--- src/rtl/conway_row_engine.sv ---
// Game of Life next-generation engine: takes a row and its two neighbours, scans one
// column per cycle and returns the next-generation row over a valid/ready handshake.
module conway_row_engine #(
  parameter int WIDTH = 8,
  parameter bit WRAP  = 1'b0
) (
  input  logic             clk,
  input  logic             reset_n,
  input  logic             in_valid,
  output logic             in_ready,
  input  logic [WIDTH-1:0] in_above,
  input  logic [WIDTH-1:0] in_row,
  input  logic [WIDTH-1:0] in_below,
  output logic             out_valid,
  input  logic             out_ready,
  output logic [WIDTH-1:0] out_row,
  output logic             busy
);

  // state | meaning
  // IDLE  | waiting for a row triple, in_ready high
  // SCAN  | computing one output column per cycle from the registered rows
  // DONE  | out_row complete, out_valid high until downstream accepts

  localparam int CW = $clog2(WIDTH);
  localparam logic [CW-1:0] LAST = CW'(WIDTH - 1);

  typedef enum logic [1:0] {IDLE, SCAN, DONE} state_t;

  state_t            state, state_nxt;
  logic [CW-1:0]     col;
  logic [WIDTH-1:0]  above_q, row_q, below_q, out_q;
  logic              accept;

  logic [CW-1:0]     lidx, ridx;
  logic              l_en, r_en;
  logic [1:0]        cs_l, cs_c, cs_r;
  logic [3:0]        n;
  logic              cell_nxt;

  always_ff @(posedge clk or negedge reset_n) begin
    if (!reset_n) state <= IDLE;
    else          state <= state_nxt;
  end

  always_comb begin
    state_nxt = state;
    in_ready  = 1'b0;
    out_valid = 1'b0;
    busy      = 1'b0;
    accept    = 1'b0;
    case (state)
      IDLE: begin
        in_ready = 1'b1;
        if (in_valid) begin
          accept    = 1'b1;
          state_nxt = SCAN;
        end
      end
      SCAN: begin
        busy = 1'b1;
        if (col == LAST) state_nxt = DONE;
      end
      DONE: begin
        busy      = 1'b1;
        out_valid = 1'b1;
        if (out_ready) state_nxt = IDLE;
      end
      default: state_nxt = IDLE;
    endcase
  end

  // Neighbour columns; out-of-range ones are dead unless the row wraps.
  always_comb begin
    lidx = (col == '0)  ? LAST : col - CW'(1);
    ridx = (col == LAST) ? '0  : col + CW'(1);
    l_en = (col != '0)   || WRAP;
    r_en = (col != LAST) || WRAP;
    cs_c = {1'b0, above_q[col]} + {1'b0, row_q[col]} + {1'b0, below_q[col]};
    cs_l = l_en ? ({1'b0, above_q[lidx]} + {1'b0, row_q[lidx]} + {1'b0, below_q[lidx]}) : 2'd0;
    cs_r = r_en ? ({1'b0, above_q[ridx]} + {1'b0, row_q[ridx]} + {1'b0, below_q[ridx]}) : 2'd0;
    n        = {2'b00, cs_l} + {2'b00, cs_c} + {2'b00, cs_r} - {3'b000, row_q[col]};
    cell_nxt = (n == 4'd3) | (row_q[col] & (n == 4'd2));
  end

  always_ff @(posedge clk or negedge reset_n) begin
    if (!reset_n) begin
      above_q <= '0;
      row_q   <= '0;
      below_q <= '0;
      out_q   <= '0;
      col     <= '0;
    end else if (accept) begin
      above_q <= in_above;
      row_q   <= in_row;
      below_q <= in_below;
      col     <= '0;
    end else if (state == SCAN) begin
      out_q[col] <= cell_nxt;
      col        <= col + CW'(1);
    end
  end

  assign out_row = out_q;

endmodule

--- config.mk ---
export PLATFORM = sky130hd
export DESIGN_NAME = conway_row_engine
export DESIGN_NICKNAME = d
export VERILOG_FILES = /design/src/rtl/conway_row_engine.sv
export SDC_FILE = /design/constraint.sdc
export NUM_CORES = 1
export LEC_CHECK = 0
export ABC_AREA = 1
export BUFFER_PORTS_ARGS = -buffer_cell sky130_fd_sc_hd__buf_2
export CAP_MARGIN = 15
export CORE_UTILIZATION = 40
export DETAILED_ROUTE_END_ITERATION = 16
export SYNTH_ARGS = -nofsm -noshare
export SYNTH_HDL_FRONTEND = slang
export SYNTH_SLANG_ARGS = --single-unit
--- constraint.sdc ---
create_clock -name clk -period 5.74 [get_ports clk]
set_clock_uncertainty 0.1 [all_clocks]
set_input_delay 1.722 -clock clk [delete_from_list [all_inputs] [get_ports clk]]
set_output_delay 1.722 -clock clk [all_outputs]
set_load 0.02 [all_outputs]
**After elaboration in Yosys (flattened, before gate mapping)**

Cells that the tools add are included.

- Word-level logic and storage cells: 77
- Register bits after elaboration: 37
- Input bits: 28

- Muxes and demuxes: 36
- Order comparisons: 4
- Reductions and logical operators: 8
- Bitwise logic cells: 3
- Equal/unequal tests: 9
- $add $sub $neg: 11

Operators by type and width:

| operator | count |
|---|---|
| 1-bit binary-select mux with 3-bit select | 9 |
| 1-bit two-way mux | 15 |
| 3-bit by 4-bit < comparator with 1-bit output (second input constant) | 3 |
| 3-bit two-way mux | 4 |
| 2-bit two-way mux | 5 |
| 8-bit bitwise mux | 1 |
| 4-bit by 2-bit == test with 1-bit output (second input constant) | 2 |
| 1-bit by 1-bit adder with 2-bit output | 3 |
| 2-bit by 1-bit adder with 2-bit output | 3 |
| 2-bit inequality test (second input constant) | 3 |
| 2-bit case mux with 3 select lines | 1 |
| 3-bit by 2-bit adder with 4-bit output | 1 |
| 4-bit by 1-bit subtractor with 4-bit output | 1 |
| 2-bit by 2-bit adder with 3-bit output | 1 |
| 3-bit by 1-bit adder with 3-bit output (second input constant) | 1 |
| 1-bit demux with 3-bit select | 1 |
| 3-bit == test (second input constant) | 1 |
| 3-bit by 1-bit greater-or-equal comparator with 1-bit output (second input constant) | 1 |
| 3-bit logical NOT | 1 |
| 3-bit inequality test (second input constant) | 1 |
| 3-bit AND reduction | 1 |
| 3-bit nonzero test | 1 |
| 3-bit by 1-bit subtractor with 3-bit output (second input constant) | 1 |
| 2-bit by 1-bit == test with 1-bit output (second input constant) | 1 |
| 9 further kinds | 9 |

**Depth between registers and ports, before layout**

- Depth after elaboration: 14
- Gate-level depth with buffers: 25

**Worst setup path before layout**

OpenSTA, ideal clock, no wires.

- Kind: reg2reg
- Start: register col[0]
- End: register out_q[0], in the netlist out_row[0]
- Cell stages (with the launch flop): 23
- Setup time: 0.066 ns
- Data arrival time: 4.228 ns
- Required time: 5.574 ns
- Path slack: 1.346 ns
- Cells stage by stage: dfrtp_1 ha_1 ha_1 clkinv_1 a221oi_1 o21ai_1 fa_1 nand2_1 ha_1 inv_1 nand2_1 nand2_1 nand2_1 nand2_1 inv_1 fa_1 inv_1 fa_1 a21oi_1 o21ai_0 nor2_1 nand3_1 nand2_1

- Cells in the longest elaborated chain, start to end: 14

RTL lines:

| what | line | source |
|---|---|---|
| from (decl) | 31 | `logic [CW-1:0] col;` |
| from (signal assigned) | 100 | `col <= col + CW'(1);` |
| 3-bit by 1-bit subtractor with 3-bit output / 3-bit logical NOT (equally long branches) | 75 | `lidx = (col == '0) ? LAST : col - CW'(1);` |
| 3-bit two-way mux | 75 |  |
| 1-bit binary-select mux with 3-bit select | 80 | `cs_l = l_en ? ({1'b0, above_q[lidx]} + {1'b0, row_q[lidx]} + {1'b0, below_q[lidx]}) : 2'd0;` |
| 1-bit two-way mux (implied by the code) | 80 |  |
| 1-bit by 1-bit adder with 2-bit output | 80 |  |
| 2-bit by 1-bit adder with 2-bit output | 80 |  |
| 2-bit two-way mux | 80 |  |
| 2-bit by 2-bit adder with 3-bit output | 82 | `n = {2'b00, cs_l} + {2'b00, cs_c} + {2'b00, cs_r} - {3'b000, row_q[col]};` |
| 3-bit by 2-bit adder with 4-bit output | 82 |  |
| 4-bit by 1-bit subtractor with 4-bit output | 82 |  |
| 4-bit by 2-bit == test with 1-bit output | 83 | `cell_nxt = (n == 4'd3) \| (row_q[col] & (n == 4'd2));` |
| 1-bit AND | 83 |  |
| 1-bit OR | 83 |  |
| 8-bit bitwise mux * | 99 | `out_q[col] <= cell_nxt;` |
| to (signal, indexed assignment) | 99 |  |
| to (decl) | 32 | `logic [WIDTH-1:0] above_q, row_q, below_q, out_q;` |

Mark *: on every way between the ends. The rest lies on a longest branch, timed or not. The select of a mux whose other input is x is not followed.
A chain may end at the register's enable or synchronous reset.

**Worst setup path in the final report**

- Start: register col[0]
- End: register out_q[7], in the netlist out_row[7]

Same word-level chain as after synthesis.

==> results.sh <==
export IMPL_status="complete, no violations"
export IMPL_rsz0062_at_grt="no"
export IMPL_slowest_delay_ps=510
export IMPL_synth_top_flop_cell="dfrtp_1"
export IMPL_report_final_slew_viol_count=0
export IMPL_drive_above_1_share_pct=14.6
export IMPL_synth_cell_type_count=29
export IMPL_slew_headroom_pct=44.9
export IMPL_cts_num_sinks=37
export IMPL_postCtsSetupBuffers=0
export IMPL_vias=2355
export IMPL_cts_tree="yes"
export IMPL_clk_latency_ps=290
export IMPL_cap_violations=0
export IMPL_synth_edf_count=0
export IMPL_routed_wirelength_um=6280
export IMPL_path_cells="buf_4 -> ha_1 -> ha_1 -> nor2_2 -> inv_1 -> a221oi_1 -> o21ai_1 -> fa_1 -> nand2_1 -> ha_1 -> inv_1 -> nand2_1 -> nand2_1 -> nand2_1 -> nand2_1 -> inv_1 -> fa_1 -> inv_1 -> fa_1 -> a21oi_1 -> o21ai_0 -> nor2_1 -> nand3_1 -> nand2_1"
export IMPL_fp_dieH_um=81.7
export IMPL_holdCritPathClass="register to register"
export IMPL_hpwl_um=4760
export IMPL_ctsResizeCount=0
export IMPL_tightest_slew_ps=826
export IMPL_cp_start_kind="register"
export IMPL_die_x_um=81.7
export IMPL_antenna_found_initial=0
export IMPL_place_congestion=0.909
export IMPL_synth_nets=406
export IMPL_fin_crit_ps=5190
export IMPL_cts_buffers=5
export IMPL_first_pass_iters=4
export IMPL_nNetsFinal=441
export IMPL_ys_async_sr_fraction_pct=100
export IMPL_overflow=0
export IMPL_num_rows=28
export IMPL_pin_count=39
export IMPL_end_kind="register"
export IMPL_fillerInstances=641
export IMPL_cp_required_ps=5870
export IMPL_syn_to_final_growth_pct=12.0
export IMPL_setup_viol=0
export IMPL_track_usage_pct=21.2
export IMPL_multi_input_area_um2=1400
export IMPL_netlist_area_um2=2540
export IMPL_placed_cells=465
export IMPL_drtIter0Drc=133
export IMPL_placement_cell_area_um2=2770
export IMPL_grt_pass1_wl_um=10600
export IMPL_register_area_um2=926
export IMPL_ys_seq_area_share_pct=36.4
export IMPL_root_buffer="clkbuf_8"
export IMPL_min_period_over_period_pct=90.3
export IMPL_final_area_um2=2850
export IMPL_yosysWarnings=0
export IMPL_clk_pin_slew_ps=70
export IMPL_synthCells=362
export IMPL_worstPathMaxFanout=23
export IMPL_ys_ff_latch=37
export IMPL_final_cells=473
export IMPL_grt_max_degree=38
export IMPL_antenna_left=0
export IMPL_clock_path_buffers=2
export IMPL_avgViaCountPerCell=4.98
export IMPL_crit_type="register to register"
export IMPL_grt_pass1_vias=2156
export IMPL_routedWlPerCell_um=13.3
export IMPL_fmax_ghz=0.193
export IMPL_antenna_cells=0
export IMPL_cp_common_cell="nand2_1"
export IMPL_slowest_stage="fa_1"
export IMPL_drc=0
export IMPL_core_area_um2=6030
export IMPL_cp_arrival_ps=5310
export IMPL_io_buffers=38
export IMPL_initial_core_util_pct=42.2
export IMPL_tns_ps=0
export IMPL_holdBufCountCts=0
export IMPL_dieArea_um2=6680
export IMPL_hold_viol_final=0
export IMPL_avgSynthCellArea_um2=7.03
export IMPL_htreeDepth=2
## cells in the mapped netlist (all sizes together), types with 2 or more instances
cell	count	share of area (%)
a21oi	11	2.2
a221oi	3	1.0
buf	5	1.8
clkbuf	6	0.89
dfrtp	37	36
fa	4	3.1
ha	12	5.9
inv	40	5.9
nand2	134	20
nand3	32	6.3
nor2	21	3.2
nor3	2	0.39
o211ai	8	2.4
o21a	2	0.59
o21ai	38	7.6
or2	2	0.49
## placed cells by master (no fill, tap or decap)
master    instances
nand2_1         131
buf_2            38
dfrtp_1          37
inv_1            35
nand3_1          32
o21ai_0          31
nor2_1           20
ha_1             12
a21oi_1          11
o211ai_1          8
o21ai_1           6
inv_2             5
clkbuf_8          5
fa_1              4
a221oi_1          3
nor3_1            2
or2_2             2
nand2_4           2
o21a_1            2
clkinv_2          2
nor2_2            1
clkinv_1          1
o22ai_1           1
nand3b_1          1
nand2_2           1
o21ai_2           1
a21o_1            1
o221ai_1          1
clkbuf_1          1
buf_4             1
## final timing paths
| path | startpoint | endpoint | slack [ps] | depth (start not counted) |
|---|---|---|---|---|
| worst max-delay path | col[0] | out_row[7] | 550 | 24 |
| worst min-delay path | out_row[2] | out_row[2] | 400 | 2 |
| worst max register to register | col[0] | out_row[7] | 550 | 24 |
| worst min register to register | out_row[2] | out_row[2] | 400 | 2 |
| max in group asynchronous | reset_n | out_row[7] | 3590 | 1 |
| min in group asynchronous | reset_n | below_q[1] | 1430 | 1 |
## area by class of cell
class / count / area share [%]
multi-input cells: 273 / 49.0
flip-flops and latches: 37 / 32.5
repair buffers: 39 / 6.94
inverters: 41 / 5.40
well taps: 75 / 3.29
clock buffers: 6 / 2.55
clock inverters: 2 / 0.351
## logic make-up (layout without fill, tap and decap cells)
family / after synthesis / in the layout / synth area share, %
buffers and inverters: 52 / 88 / 8.76
adder cells (fa/ha/maj): 16 / 16 / 9.05
AO/OA/AOI/OAI: 65 / 65 / 14.7
flip-flops: 37 / 37 / 36.4
AND/OR/NAND/NOR: 192 / 192 / 31.1
## sequential cells by signal, summed over array words and instances, names as in the netlist
name / count
col: 3
row_q: 8
out_row: 8
state: 2
above_q: 8
below_q: 8
## per-stage QoR
| stage | utilization (%) | setup slack, ps | hold WS [ps] |
|---|---|---|---|
| after floorplan | - | 1350 | 378 |
| after global placement | 45.9 | 688 | 387 |
| after detailed placement | 45.9 | 615 | 396 |
| after CTS | 47.3 | 580 | 412 |
| after global routing | 47.3 | 51.5 | 423 |
| final | 47.3 | 554 | 404 |
## per-layer routing
layer	vias up	GRT usage, %	routed length (µm)
met5	-	0	0
met2	58	32.6	2790
met3	16	3.44	286
met1	1042	29.2	3040
met4	0	9.30	172
li1	1239	-	-
## critical path, delay by kind of cell, from the launching register on
family | cells | cell delay (ps)
AO/OA/AOI/OAI | 4 | 610
adder cells (fa/ha/maj) | 6 | 2120
buffers and inverters | 5 | 630
flip-flops | 1 | 390
AND/OR/NAND/NOR | 9 | 1260
Power is not shown: default switching activity piles up to over one toggle a cycle in this logic, so the estimate is an artifact.
